### src/rtl/neuron_spike_gen_if.sv
// neuron_spike_gen_if
// Bundles the synaptic input and spike/latch-control outputs of the
// leaky integrate-and-fire spike generator.
//
// Signals:
//   synIn     - synaptic event valid this cycle        (master -> slave)
//   weight    - signed synaptic weight, WEIGHT_W bits  (master -> slave)
//   dataOut   - registered spike level, to latch dataIn (slave -> master)
//   crit      - registered latch hold strobe (1 = hold) (slave -> master)
//   potential - membrane potential, WIDTH bits, debug   (slave -> master)
//
// Modports:
//   master - the event source / observer
//   slave  - the neuron itself
interface neuron_spike_gen_if #(
    parameter int WIDTH    = 8,
    parameter int WEIGHT_W = 8
) ();

    logic                       synIn;
    logic signed [WEIGHT_W-1:0] weight;
    logic                       dataOut;
    logic                       crit;
    logic [WIDTH-1:0]           potential;

    modport master (
        output synIn,
        output weight,
        input  dataOut,
        input  crit,
        input  potential
    );

    modport slave (
        input  synIn,
        input  weight,
        output dataOut,
        output crit,
        output potential
    );

endinterface

### src/rtl/neuron_spike_gen.sv
// neuron_spike_gen
// Leaky integrate-and-fire spike generator feeding the spike-capture
// D-latch. Weighted synaptic events are integrated into a saturating
// membrane potential; crossing THRESHOLD launches a spike whose rise and
// fall are bracketed by the latch hold strobe (crit), so dataOut only
// changes while the latch is holding.
//
// Ports:
//   clk    - rising-edge clock
//   rst    - asynchronous active-high reset
//   io_bus - neuron_spike_gen_if.slave (synIn, weight in; dataOut, crit,
//            potential out; all outputs registered)
//
// Parameters: WIDTH, WEIGHT_W, THRESHOLD, LEAK, REFRACT
//
// Configuration macro: NEURON_SPIKE_LEAK_EN
//   defined   - LEAK is subtracted every integrate cycle
//   undefined - pure saturating integrator; LEAK has no effect
module neuron_spike_gen #(
    parameter int WIDTH     = 8,
    parameter int WEIGHT_W  = 8,
    parameter int THRESHOLD = 100,
    parameter int LEAK      = 1,
    parameter int REFRACT   = 4
) (
    input  logic               clk,
    input  logic               rst,
    neuron_spike_gen_if.slave  io_bus
);

    localparam int SW = WIDTH + WEIGHT_W + 1;
    localparam int CW = (REFRACT < 2) ? 1 : $clog2(REFRACT + 1);

    localparam logic signed [SW-1:0] MAX_POT =
        {{(WEIGHT_W + 1){1'b0}}, {WIDTH{1'b1}}};
    localparam logic [WIDTH-1:0] THRESH   = WIDTH'(THRESHOLD);
    localparam logic [CW-1:0]    CNT_LOAD = CW'(REFRACT);

`ifdef NEURON_SPIKE_LEAK_EN
    localparam logic signed [SW-1:0] LEAK_TERM = SW'(LEAK);
`else
    // The parameter is still accepted but contributes nothing.
    localparam logic signed [SW-1:0] LEAK_TERM = SW'(LEAK * 0);
`endif

    typedef enum logic [2:0] {
        S_INTEGRATE,
        S_ARM_RISE,
        S_RISE,
        S_REFRACT,
        S_ARM_FALL,
        S_FALL
    } state_t;

    state_t           r_state;
    logic [WIDTH-1:0] r_potential;
    logic [CW-1:0]    r_count;
    logic             r_crit;
    logic             r_dataOut;

    state_t                  w_nextState;
    logic [WIDTH-1:0]        w_nextPot;
    logic [CW-1:0]           w_nextCount;
    logic                    w_nextCrit;
    logic                    w_nextData;
    logic signed [SW-1:0]    w_potExt;
    logic signed [SW-1:0]    w_weightExt;
    logic signed [SW-1:0]    w_sum;
    logic [WIDTH-1:0]        w_clamped;

    // Integrator datapath: the sum is formed wide enough that neither the
    // add nor the leak subtraction can overflow, then saturated back into
    // WIDTH bits so the potential never wraps in either direction.
    always_comb begin
        w_potExt    = {{(WEIGHT_W + 1){1'b0}}, r_potential};
        w_weightExt = '0;
        if (io_bus.synIn) begin
            w_weightExt = {{(WIDTH + 1){io_bus.weight[WEIGHT_W-1]}}, io_bus.weight};
        end
        w_sum = w_potExt + w_weightExt - LEAK_TERM;
        if (w_sum[SW-1]) begin
            w_clamped = '0;
        end else if (w_sum > MAX_POT) begin
            w_clamped = {WIDTH{1'b1}};
        end else begin
            w_clamped = w_sum[WIDTH-1:0];
        end
    end

    // Spike sequencer. The output levels are decoded from the next state
    // and registered, so crit/dataOut are true flops with no input path.
    // The potential is cleared on the edge that enters RISE so it reads 0
    // together with the first high cycle of dataOut. The refractory count
    // is loaded on the edge into REFRACT, giving exactly REFRACT cycles of
    // crit low (latch transparent) while the spike is high.
    always_comb begin
        w_nextState = r_state;
        w_nextPot   = r_potential;
        w_nextCount = r_count;
        w_nextCrit  = 1'b0;
        w_nextData  = 1'b0;

        case (r_state)
            S_INTEGRATE: begin
                w_nextPot = w_clamped;
                if (w_clamped >= THRESH) begin
                    w_nextState = S_ARM_RISE;
                end
            end
            S_ARM_RISE: begin
                w_nextPot   = '0;
                w_nextState = S_RISE;
            end
            S_RISE: begin
                w_nextCount = CNT_LOAD;
                w_nextState = S_REFRACT;
            end
            S_REFRACT: begin
                w_nextCount = r_count - CW'(1);
                if (r_count <= CW'(1)) begin
                    w_nextState = S_ARM_FALL;
                end
            end
            S_ARM_FALL: begin
                w_nextState = S_FALL;
            end
            S_FALL: begin
                w_nextState = S_INTEGRATE;
            end
            default: begin
                w_nextState = S_INTEGRATE;
            end
        endcase

        case (w_nextState)
            S_ARM_RISE: begin
                w_nextCrit = 1'b1;
                w_nextData = 1'b0;
            end
            S_RISE: begin
                w_nextCrit = 1'b1;
                w_nextData = 1'b1;
            end
            S_REFRACT: begin
                w_nextCrit = 1'b0;
                w_nextData = 1'b1;
            end
            S_ARM_FALL: begin
                w_nextCrit = 1'b1;
                w_nextData = 1'b1;
            end
            S_FALL: begin
                w_nextCrit = 1'b1;
                w_nextData = 1'b0;
            end
            default: begin
                w_nextCrit = 1'b0;
                w_nextData = 1'b0;
            end
        endcase
    end

    // State and output registers; reset clears everything at once so the
    // latch sees a quiet, transparent-low input regardless of the clock.
    always_ff @(posedge clk or posedge rst) begin
        if (rst) begin
            r_state     <= S_INTEGRATE;
            r_potential <= '0;
            r_count     <= '0;
            r_crit      <= 1'b0;
            r_dataOut   <= 1'b0;
        end else begin
            r_state     <= w_nextState;
            r_potential <= w_nextPot;
            r_count     <= w_nextCount;
            r_crit      <= w_nextCrit;
            r_dataOut   <= w_nextData;
        end
    end

    assign io_bus.dataOut   = r_dataOut;
    assign io_bus.crit      = r_crit;
    assign io_bus.potential = r_potential;

endmodule
### src/flat_wrapper.sv
// flat-port wrapper written by rule: the top's interface ports become plain ports
module neuron_spike_gen_flat 
#(
    parameter int WIDTH     = 8,
    parameter int WEIGHT_W  = 8,
    parameter int THRESHOLD = 100,
    parameter int LEAK      = 1,
    parameter int REFRACT   = 4
)
  (clk, rst, io_bus_synIn, io_bus_weight, io_bus_dataOut, io_bus_crit, io_bus_potential);
  neuron_spike_gen_if #(.WIDTH(WIDTH), .WEIGHT_W(WEIGHT_W)) io_bus_i ();
  input  logic clk;
  input  logic rst;
  input wire logic [$bits(io_bus_i.synIn)-1:0] io_bus_synIn;
  input wire logic [$bits(io_bus_i.weight)-1:0] io_bus_weight;
  output wire logic [$bits(io_bus_i.dataOut)-1:0] io_bus_dataOut;
  output wire logic [$bits(io_bus_i.crit)-1:0] io_bus_crit;
  output wire logic [$bits(io_bus_i.potential)-1:0] io_bus_potential;
  assign io_bus_i.synIn = io_bus_synIn;
  assign io_bus_i.weight = io_bus_weight;
  assign io_bus_dataOut = io_bus_i.dataOut;
  assign io_bus_crit = io_bus_i.crit;
  assign io_bus_potential = io_bus_i.potential;
  neuron_spike_gen #(.WIDTH(WIDTH), .WEIGHT_W(WEIGHT_W), .THRESHOLD(THRESHOLD), .LEAK(LEAK), .REFRACT(REFRACT)) u_core (.clk(clk), .rst(rst), .io_bus(io_bus_i));
endmodule
### config.mk
export PLATFORM = sky130hd
export DESIGN_NAME = neuron_spike_gen_flat
export DESIGN_NICKNAME = d
export VERILOG_FILES = /design/src/rtl/neuron_spike_gen_if.sv /design/src/rtl/neuron_spike_gen.sv /design/src/flat_wrapper.sv
export SDC_FILE = /design/constraint.sdc
export NUM_CORES = 1
export LEC_CHECK = 0
export ABC_CLOCK_PERIOD_IN_PS = 7800
export CAP_MARGIN = 15
export CORE_UTILIZATION = 51
export CTS_CLUSTER_SIZE = 40
export DETAILED_ROUTE_END_ITERATION = 7
export PLACE_DENSITY = 0.77
export SYNTH_ARGS = -nofsm -noshare
export SYNTH_HDL_FRONTEND = slang
export SYNTH_SLANG_ARGS = --single-unit
### constraint.sdc
create_clock -name clk -period 7.8 [get_ports clk]
set_input_delay 1.17 -clock clk [delete_from_list [all_inputs] [get_ports clk]]
set_output_delay 1.17 -clock clk [all_outputs]
set_load 0.02 [all_outputs]
==> impl_metrics.env, run 1 <==
export IMPL_post_synth_xor_area_fraction_pct=4.905
export IMPL_hold_worst_slack_ns=0.5350
export IMPL_placement_io_buffers=20
export IMPL_totalPowerFinal_mw=0.4656
export IMPL_pre_cts_ws_ns=3.349
export IMPL_yosys_area_share_adder_pct=14.61
export IMPL_post_route_cells_drive_above_1_share_pct=9.615
export IMPL_routabilityCongestion=0.8559
export IMPL_rows=17
export IMPL_setup_tns_final_ns=0
export IMPL_muxShareOfSynthArea_pct=0
export IMPL_max_clock_path_buffers=2
export IMPL_die_height_um=51.51
export IMPL_max_cap_violations=0
export IMPL_startpoint_type="input pin"
export IMPL_die_x_um=51.51
export IMPL_share_comb_of_total_power_pct=55.8
export IMPL_setup_reg_to_reg_worst_slack_ns=4.86
export IMPL_final_common_cell="sky130_fd_sc_hd__clkdlybuf4s50_1"
export IMPL_maxSlewHeadroom_pct=56.74
export IMPL_most_common_layout_cells="sky130_fd_sc_hd__clkdlybuf4s50_1 (20), sky130_fd_sc_hd__dfrtp_1 (16), sky130_fd_sc_hd__ha_1 (13), sky130_fd_sc_hd__nor2_1 (11), sky130_fd_sc_hd__o21ai_0 (11)"
export IMPL_cp_arrival_ns=4.37
export IMPL_run_status="complete, no violations"
export IMPL_fraction_of_the_mapped_netlist_area_in_compound_gates_pct=24.22
export IMPL_drt_antenna_violating_nets=0
export IMPL_min_period_over_period_pct=53.42
export IMPL_initial_antenna_violation_count=0
export IMPL_grt_util_all_layers_pct=22.09
export IMPL_htreeDepth=1
export IMPL_wl_per_cell_um=13.86
export IMPL_clk_root_buffer_cell="sky130_fd_sc_hd__clkbuf_4"
export IMPL_final_hold_viol_count=0
export IMPL_tritoncts="yes"
export IMPL_synth_simple_gate_area_share_pct=19.42
export IMPL_timing_max_transition_violations_final=0
export IMPL_report_final_setup_viol=0
export IMPL_proportion_of_synthesized_chip_area_in_sequential_cells_pct=32.03
export IMPL_synth_area_per_cell_um2=9.058
export IMPL_cts_inserted_buffers=3
export IMPL_clock_power_share_pct=11.5
export IMPL_final_setup_skew_ns=0.001540
export IMPL_post_synth_instance_area_mm2=0.001250
export IMPL_routed_via_density=5.723
export IMPL_filler_cell_count=200
export IMPL_cp_end_kind="register"
export IMPL_drtIter0Drc=24
export IMPL_synthCells=138
export IMPL_layout_area_overhead_vs_synth_pct=19.62
export IMPL_boundaryPins=21
export IMPL_min_delay_path_class="reg2reg"
export IMPL_power_density_mw_per_mm2=311.4
export IMPL_crit_path_setup_slack_layout_ns=3.633
export IMPL_number_of_clock_sinks_seen_by_cts=16
export IMPL_post_cts_setup_buffer_count=0
export IMPL_leakage_nw=0.6687
export IMPL_totalWireLength_mm=2.550
export IMPL_detailedRoute_firstPassIterationCount=4
export IMPL_worst_endpoint_required_ns=8.01
export IMPL_number_of_buffers_inserted_by_hold_repair_at_cts=0
export IMPL_drt_drc_violations_left=0
export IMPL_global_route_wire_length_before_repair_mm=4.395
export IMPL_via_count=1053
export IMPL_register_bit_count_reported_by_yosys=16
export IMPL_switchingPower_mw=0.1996
export IMPL_floorplan_initialDensity_pct=55.44
export IMPL_core_region_area_mm2=0.002255
export IMPL_grt_overflow_total=0
export IMPL_grt_pass1_vias=1007
export IMPL_tightest_slew_ns=0.6435
export IMPL_ir_drop_mv=0.2051
export IMPL_hpwl_mm=2.034
export IMPL_final_net_count=182
export IMPL_cts_resized_gates=0
export IMPL_yosys_warnings=0
export IMPL_critPathKind="in2reg"
export IMPL_clkTransAtPathRegs_ns=0.09
export IMPL_clkLatencyLatePin_ns=0.28
export IMPL_rsz0062_at_grt="no"
export IMPL_synth_nets=163
export IMPL_p_int_mw=0.2660
export IMPL_share_of_power_burned_in_registers_pct=32.7
export IMPL_synth_top_family_by_area="compound AO/OA/AOI/OAI gates"
export IMPL_insertedDiodeCount=0
export IMPL_synthDistinctLibCells=43
export IMPL_timing_fmax_mhz=240.0
export IMPL_layout_core_utilization_pct=66.32
export IMPL_grt_max_degree=17
export IMPL_switching_share_pct=42.87
export IMPL_cp_max_fo=8
export IMPL_die_area_mm2=0.002653
export IMPL_finalWorstPathRequiredPeriod_ns=4.167
synth_stat cells, drive strengths merged:
library cell	count	area, um2
dfrtp	16	400.4
ha	13	162.7
o21ai	12	60.05
nor2	11	41.29
and2	9	58.81
inv	9	33.78
a21oi	8	47.55
nand2	7	26.28
a22oi	6	45.04
clkbuf	4	15.01
xnor2	4	35.03
o211ai	3	27.52
or2	3	18.77
xor2	3	26.28
a211oi	2	25.02
a21o	2	15.01
buf	2	11.26
nand3	2	15.01
nor2b	2	12.51
nor3	2	10.01
nor4	2	18.77
o21bai	2	18.77
o22a	2	17.52
or3	2	12.51
a21boi	1	11.26
a32o	1	10.01
and3b	1	8.760
fa	1	20.02
nand2b	1	6.260
nand3b	1	7.510
nand4	1	6.260
o2111ai	1	8.760
o211a	1	10.01
o22ai	1	6.260
metrics by stage:
step	instances	cell area, um2
after floorplan	138	1250
after global placement	180	1459
after detailed placement	180	1459
after CTS	184	1495
after global routing	184	1495
final	184	1495
power groups by stage:
stage | clock (mW) | combinational, mW | sequential [mW]
detailed placement | 0 | 0.260 | 0.154
global route | 0.0581 | 0.292 | 0.157
floorplan | 0 | 0.177 | 0.156
global placement | 0 | 0.250 | 0.152
finish | 0.0537 | 0.260 | 0.152
CTS | 0.0553 | 0.261 | 0.153
registers in the layout (all words and copies together) (netlist names):
| signal | count |
|---|---|
| u_core.r_state | 3 |
| u_core.io_bus.crit | 1 |
| u_core.io_bus.potential | 8 |
| u_core.io_bus.dataOut | 1 |
| u_core.r_count | 3 |
cells by family after synthesis:
logic type      Yosys count
flops                    16
simple gates             44
compound gates           42
buf+inv                  15
xor+xnor                  7
fa+ha+maj                14
worst paths after layout:
kind / depth (start not counted) / start / endpoint
setup / recovery: 15 / io_bus_synIn / u_core.io_bus.crit
hold / removal: 1 / u_core.r_count[0] / u_core.r_count[0]
setup reg to reg: 13 / u_core.io_bus.potential[0] / u_core.io_bus.crit
hold reg to reg: 1 / u_core.r_count[0] / u_core.r_count[0]
max in group asynchronous: 2 / rst / u_core.io_bus.potential[6]
min in group asynchronous: 2 / rst / u_core.r_state[1]
worst max-delay path: stages:
cell and delay, ns:
sky130_fd_sc_hd__clkdlybuf4s50_1 0.59, sky130_fd_sc_hd__and2_1 0.17, sky130_fd_sc_hd__ha_1 0.18, sky130_fd_sc_hd__inv_1 0.06, sky130_fd_sc_hd__fa_1 0.41, sky130_fd_sc_hd__nor2b_1 0.19, sky130_fd_sc_hd__o2111ai_1 0.16, sky130_fd_sc_hd__a21boi_2 0.20
sky130_fd_sc_hd__nor2_1 0.05, sky130_fd_sc_hd__nor2_1 0.09, sky130_fd_sc_hd__nor2_1 0.05, sky130_fd_sc_hd__ha_1 0.21, sky130_fd_sc_hd__nor4_2 0.49, sky130_fd_sc_hd__nand4_1 0.20, sky130_fd_sc_hd__o211ai_1 0.15
routing by layer:
layer | GRT usage, % | vias up | routed length [um]
li1 | - | 525 | -
met1 | 28.57 | 504 | 1193
met2 | 38.10 | 20 | 1247
met3 | 4.386 | 4 | 70
met4 | 4.505 | 0 | 38
met5 | 0 | - | 0
cell type report:
| cell class | instances | area, um2 | area share (%) |
|---|---|---|---|
| Inverter | 9 | 33.78 | 2.259 |
| Timing Repair Buffer | 20 | 200.2 | 13.39 |
| Tap cell | 28 | 35.03 | 2.343 |
| Clock buffer | 4 | 36.28 | 2.427 |
| Multi-Input combinational cell | 107 | 789.5 | 52.80 |
| Sequential cell | 16 | 400.4 | 26.78 |
(Power assumes the default switching activity.)
==> run 2, diff against run 1 <==
--- a/config.mk
+++ b/config.mk
@@ -5,12 +5,12 @@
 export SDC_FILE = /design/constraint.sdc
 export NUM_CORES = 1
 export LEC_CHECK = 0
-export ABC_CLOCK_PERIOD_IN_PS = 7800
+export ABC_CLOCK_PERIOD_IN_PS = 3400
 export CAP_MARGIN = 15
-export CORE_UTILIZATION = 51
+export CORE_UTILIZATION = 47
 export CTS_CLUSTER_SIZE = 40
 export DETAILED_ROUTE_END_ITERATION = 7
-export PLACE_DENSITY = 0.77
+export PLACE_DENSITY = 0.75
 export SYNTH_ARGS = -nofsm -noshare
 export SYNTH_HDL_FRONTEND = slang
 export SYNTH_SLANG_ARGS = --single-unit
==> constraint.sdc (replaced) <==
create_clock -name clk -period 3.4 [get_ports clk]
set_input_delay 0.51 -clock clk [delete_from_list [all_inputs] [get_ports clk]]
set_output_delay 0.51 -clock clk [all_outputs]
set_load 0.02 [all_outputs]
==> run 2 against run 1 <==
  * First-iteration DRC count down 42%
  * Sequential cell count is the same
  * Global-route usage fell by 2.3 points
  * Final cell count up 2.2%
  * Sequential share of layout area fell by 0.31 points
  * Die area is 8.2% higher
  * Routed wire length fell by 3.8%
  * Critical endpoint is now u_core.io_bus.potential[1]
  * Setup slack worse by 3.3 ns
  * Non-clock buffer count rose by 2
==> impl_metrics.env, run 2 (synthesis results as in run 1) <==
export IMPL_global_route_wire_length_before_repair_mm=4.133
export IMPL_most_common_layout_cells="sky130_fd_sc_hd__clkdlybuf4s50_1 (20), sky130_fd_sc_hd__dfrtp_1 (16), sky130_fd_sc_hd__ha_1 (13), sky130_fd_sc_hd__nor2_1 (11), sky130_fd_sc_hd__o21ai_0 (11)"
export IMPL_boundaryPins=21
export IMPL_wl_per_cell_um=13.05
export IMPL_hold_worst_slack_ns=0.5393
export IMPL_post_cts_setup_buffer_count=0
export IMPL_finalWorstPathRequiredPeriod_ns=3.093
export IMPL_drt_drc_violations_left=0
export IMPL_detailedRoute_firstPassIterationCount=6
export IMPL_dpl_cell_area_mm2=0.001476
export IMPL_die_area_mm2=0.002870
export IMPL_grt_util_all_layers_pct=19.80
export IMPL_layout_area_seq_um2=400.4
export IMPL_drtIter0Drc=14
export IMPL_maxSlewHeadroom_pct=58.07
export IMPL_cp_max_fo=11
export IMPL_drt_antenna_violating_nets=0
export IMPL_clkLatencyLatePin_ns=0.29
export IMPL_largest_register_ffs=8
export IMPL_final_area_mm2=0.001513
export IMPL_leakage_nw=0.6789
export IMPL_grt_max_degree=17
export IMPL_rows=18
export IMPL_pre_cts_ws_ns=0.01577
export IMPL_final_hold_viol_count=0
export IMPL_cts_inserted_buffers=3
export IMPL_report_final_setup_viol=0
export IMPL_hpwl_mm=1.931
export IMPL_timing_max_transition_violations_final=0
export IMPL_routabilityCongestion=0.8095
export IMPL_routed_via_density=5.543
export IMPL_clk_root_buffer_cell="sky130_fd_sc_hd__clkbuf_4"
export IMPL_min_period_over_period_pct=90.98
export IMPL_tritoncts="yes"
export IMPL_via_count=1042
export IMPL_totalPowerFinal_mw=1.068
export IMPL_clkTransAtPathRegs_ns=0.10
export IMPL_final_common_cell="sky130_fd_sc_hd__clkdlybuf4s50_1"
export IMPL_core_region_area_mm2=0.002500
export IMPL_reg2reg_from="u_core.io_bus.potential[0]"
export IMPL_startpoint_type="input pin"
export IMPL_grt_overflow_total=0
export IMPL_max_cap_violations=0
export IMPL_final_setup_skew_ns=0.002443
export IMPL_final_net_count=184
export IMPL_crit_path_setup_slack_layout_ns=0.3067
export IMPL_run_status="complete, no violations"
export IMPL_area_occupied_by_multi_input_gates_um2=789.5
export IMPL_min_delay_path_class="reg2reg"
export IMPL_die_height_um=53.57
export IMPL_placement_io_buffers=20
export IMPL_worst_hold_startpoint="u_core.r_count[0]"
export IMPL_ir_drop_mv=0.3706
export IMPL_timing_fmax_mhz=323.3
export IMPL_tightest_slew_ns=0.6283
export IMPL_floorplan_initialDensity_pct=50.00
export IMPL_cts_resized_gates=0
export IMPL_cp_end_kind="register"
export IMPL_number_of_buffers_inserted_by_hold_repair_at_cts=0
export IMPL_rsz0062_at_grt="no"
export IMPL_critPathKind="in2reg"
export IMPL_insertedDiodeCount=0
export IMPL_layout_area_overhead_vs_synth_pct=21.02
export IMPL_setup_tns_final_ns=0
export IMPL_initial_antenna_violation_count=0
export IMPL_timing_critical_path_from="io_bus_synIn"
export IMPL_post_route_cells_drive_above_1_share_pct=10.76
export IMPL_grt_pass1_vias=954
export IMPL_filler_cell_count=220
export IMPL_totalWireLength_mm=2.454
export IMPL_htreeDepth=1
export IMPL_power_density_mw_per_mm2=706.0
export IMPL_cp_arrival_ns=3.31
export IMPL_number_of_clock_sinks_seen_by_cts=16
export IMPL_worst_endpoint_required_ns=3.61
export IMPL_die_x_um=53.57
export IMPL_max_clock_path_buffers=2
## run 2: final cells by class
type,instances,area share (%)
timing repair buffer,22,14.23
inverter,9,2.233
sequential,16,26.47
tap,30,2.481
clock buffer,4,2.399
multi-input combinational,107,52.19
## run 2: final timing paths
check | end | slack [ns] | cells past startpoint
worst min-delay path | u_core.r_count[0] | 0.54 | 1
worst max register to register | u_core.io_bus.potential[1] | 0.72 | 15
max in group asynchronous | u_core.r_state[1] | 2.41 | 2
worst min register to register | u_core.r_count[0] | 0.54 | 1
min in group asynchronous | u_core.io_bus.potential[5] | 0.59 | 2
worst max-delay path | u_core.io_bus.potential[1] | 0.31 | 17
## run 2: power by group
| part | internal, mW | switching [mW] |
|---|---|---|
| registers | 0.264 | 0.0799 |
| logic | 0.283 | 0.313 |
| clock network | 0.0652 | 0.0623 |
| total | 0.613 | 0.455 |
## run 2: through the flow
stage | cells | utilization, %
final | 188 | 60.51
after global routing | 188 | 60.51
after CTS | 188 | 60.51
after detailed placement | 184 | 59.06
after global placement | 184 | 59.06
after floorplan | 138 | -
## run 2: per-layer routing
| metal | wire (um) | global-route usage, % | up-vias | share of wire (%) |
|---|---|---|---|---|
| met2 | 1172 | 32.71 | 18 | 48 |
| met3 | 44 | 3.390 | 4 | 1.8 |
| met4 | 30 | 7.456 | 0 | 1.2 |
| met1 | 1206 | 25.70 | 490 | 49 |
| li1 | - | - | 530 | - |
| met5 | 0 | 0 | - | 0 |
## run 2: worst max-delay path, stage by stage
cell and delay (ns):
sky130_fd_sc_hd__clkdlybuf4s50_1 0.46, sky130_fd_sc_hd__and2_1 0.13, sky130_fd_sc_hd__ha_1 0.18, sky130_fd_sc_hd__inv_1 0.06, sky130_fd_sc_hd__fa_1 0.39, sky130_fd_sc_hd__nor2b_1 0.19, sky130_fd_sc_hd__o2111ai_1 0.18, sky130_fd_sc_hd__a21boi_2 0.21
sky130_fd_sc_hd__nor2_1 0.06, sky130_fd_sc_hd__nor2_1 0.08, sky130_fd_sc_hd__nor2_1 0.05, sky130_fd_sc_hd__ha_1 0.21, sky130_fd_sc_hd__nor2_1 0.09, sky130_fd_sc_hd__nand2_1 0.22, sky130_fd_sc_hd__nor2_1 0.16, sky130_fd_sc_hd__a21oi_1 0.05
sky130_fd_sc_hd__o21ai_0 0.07
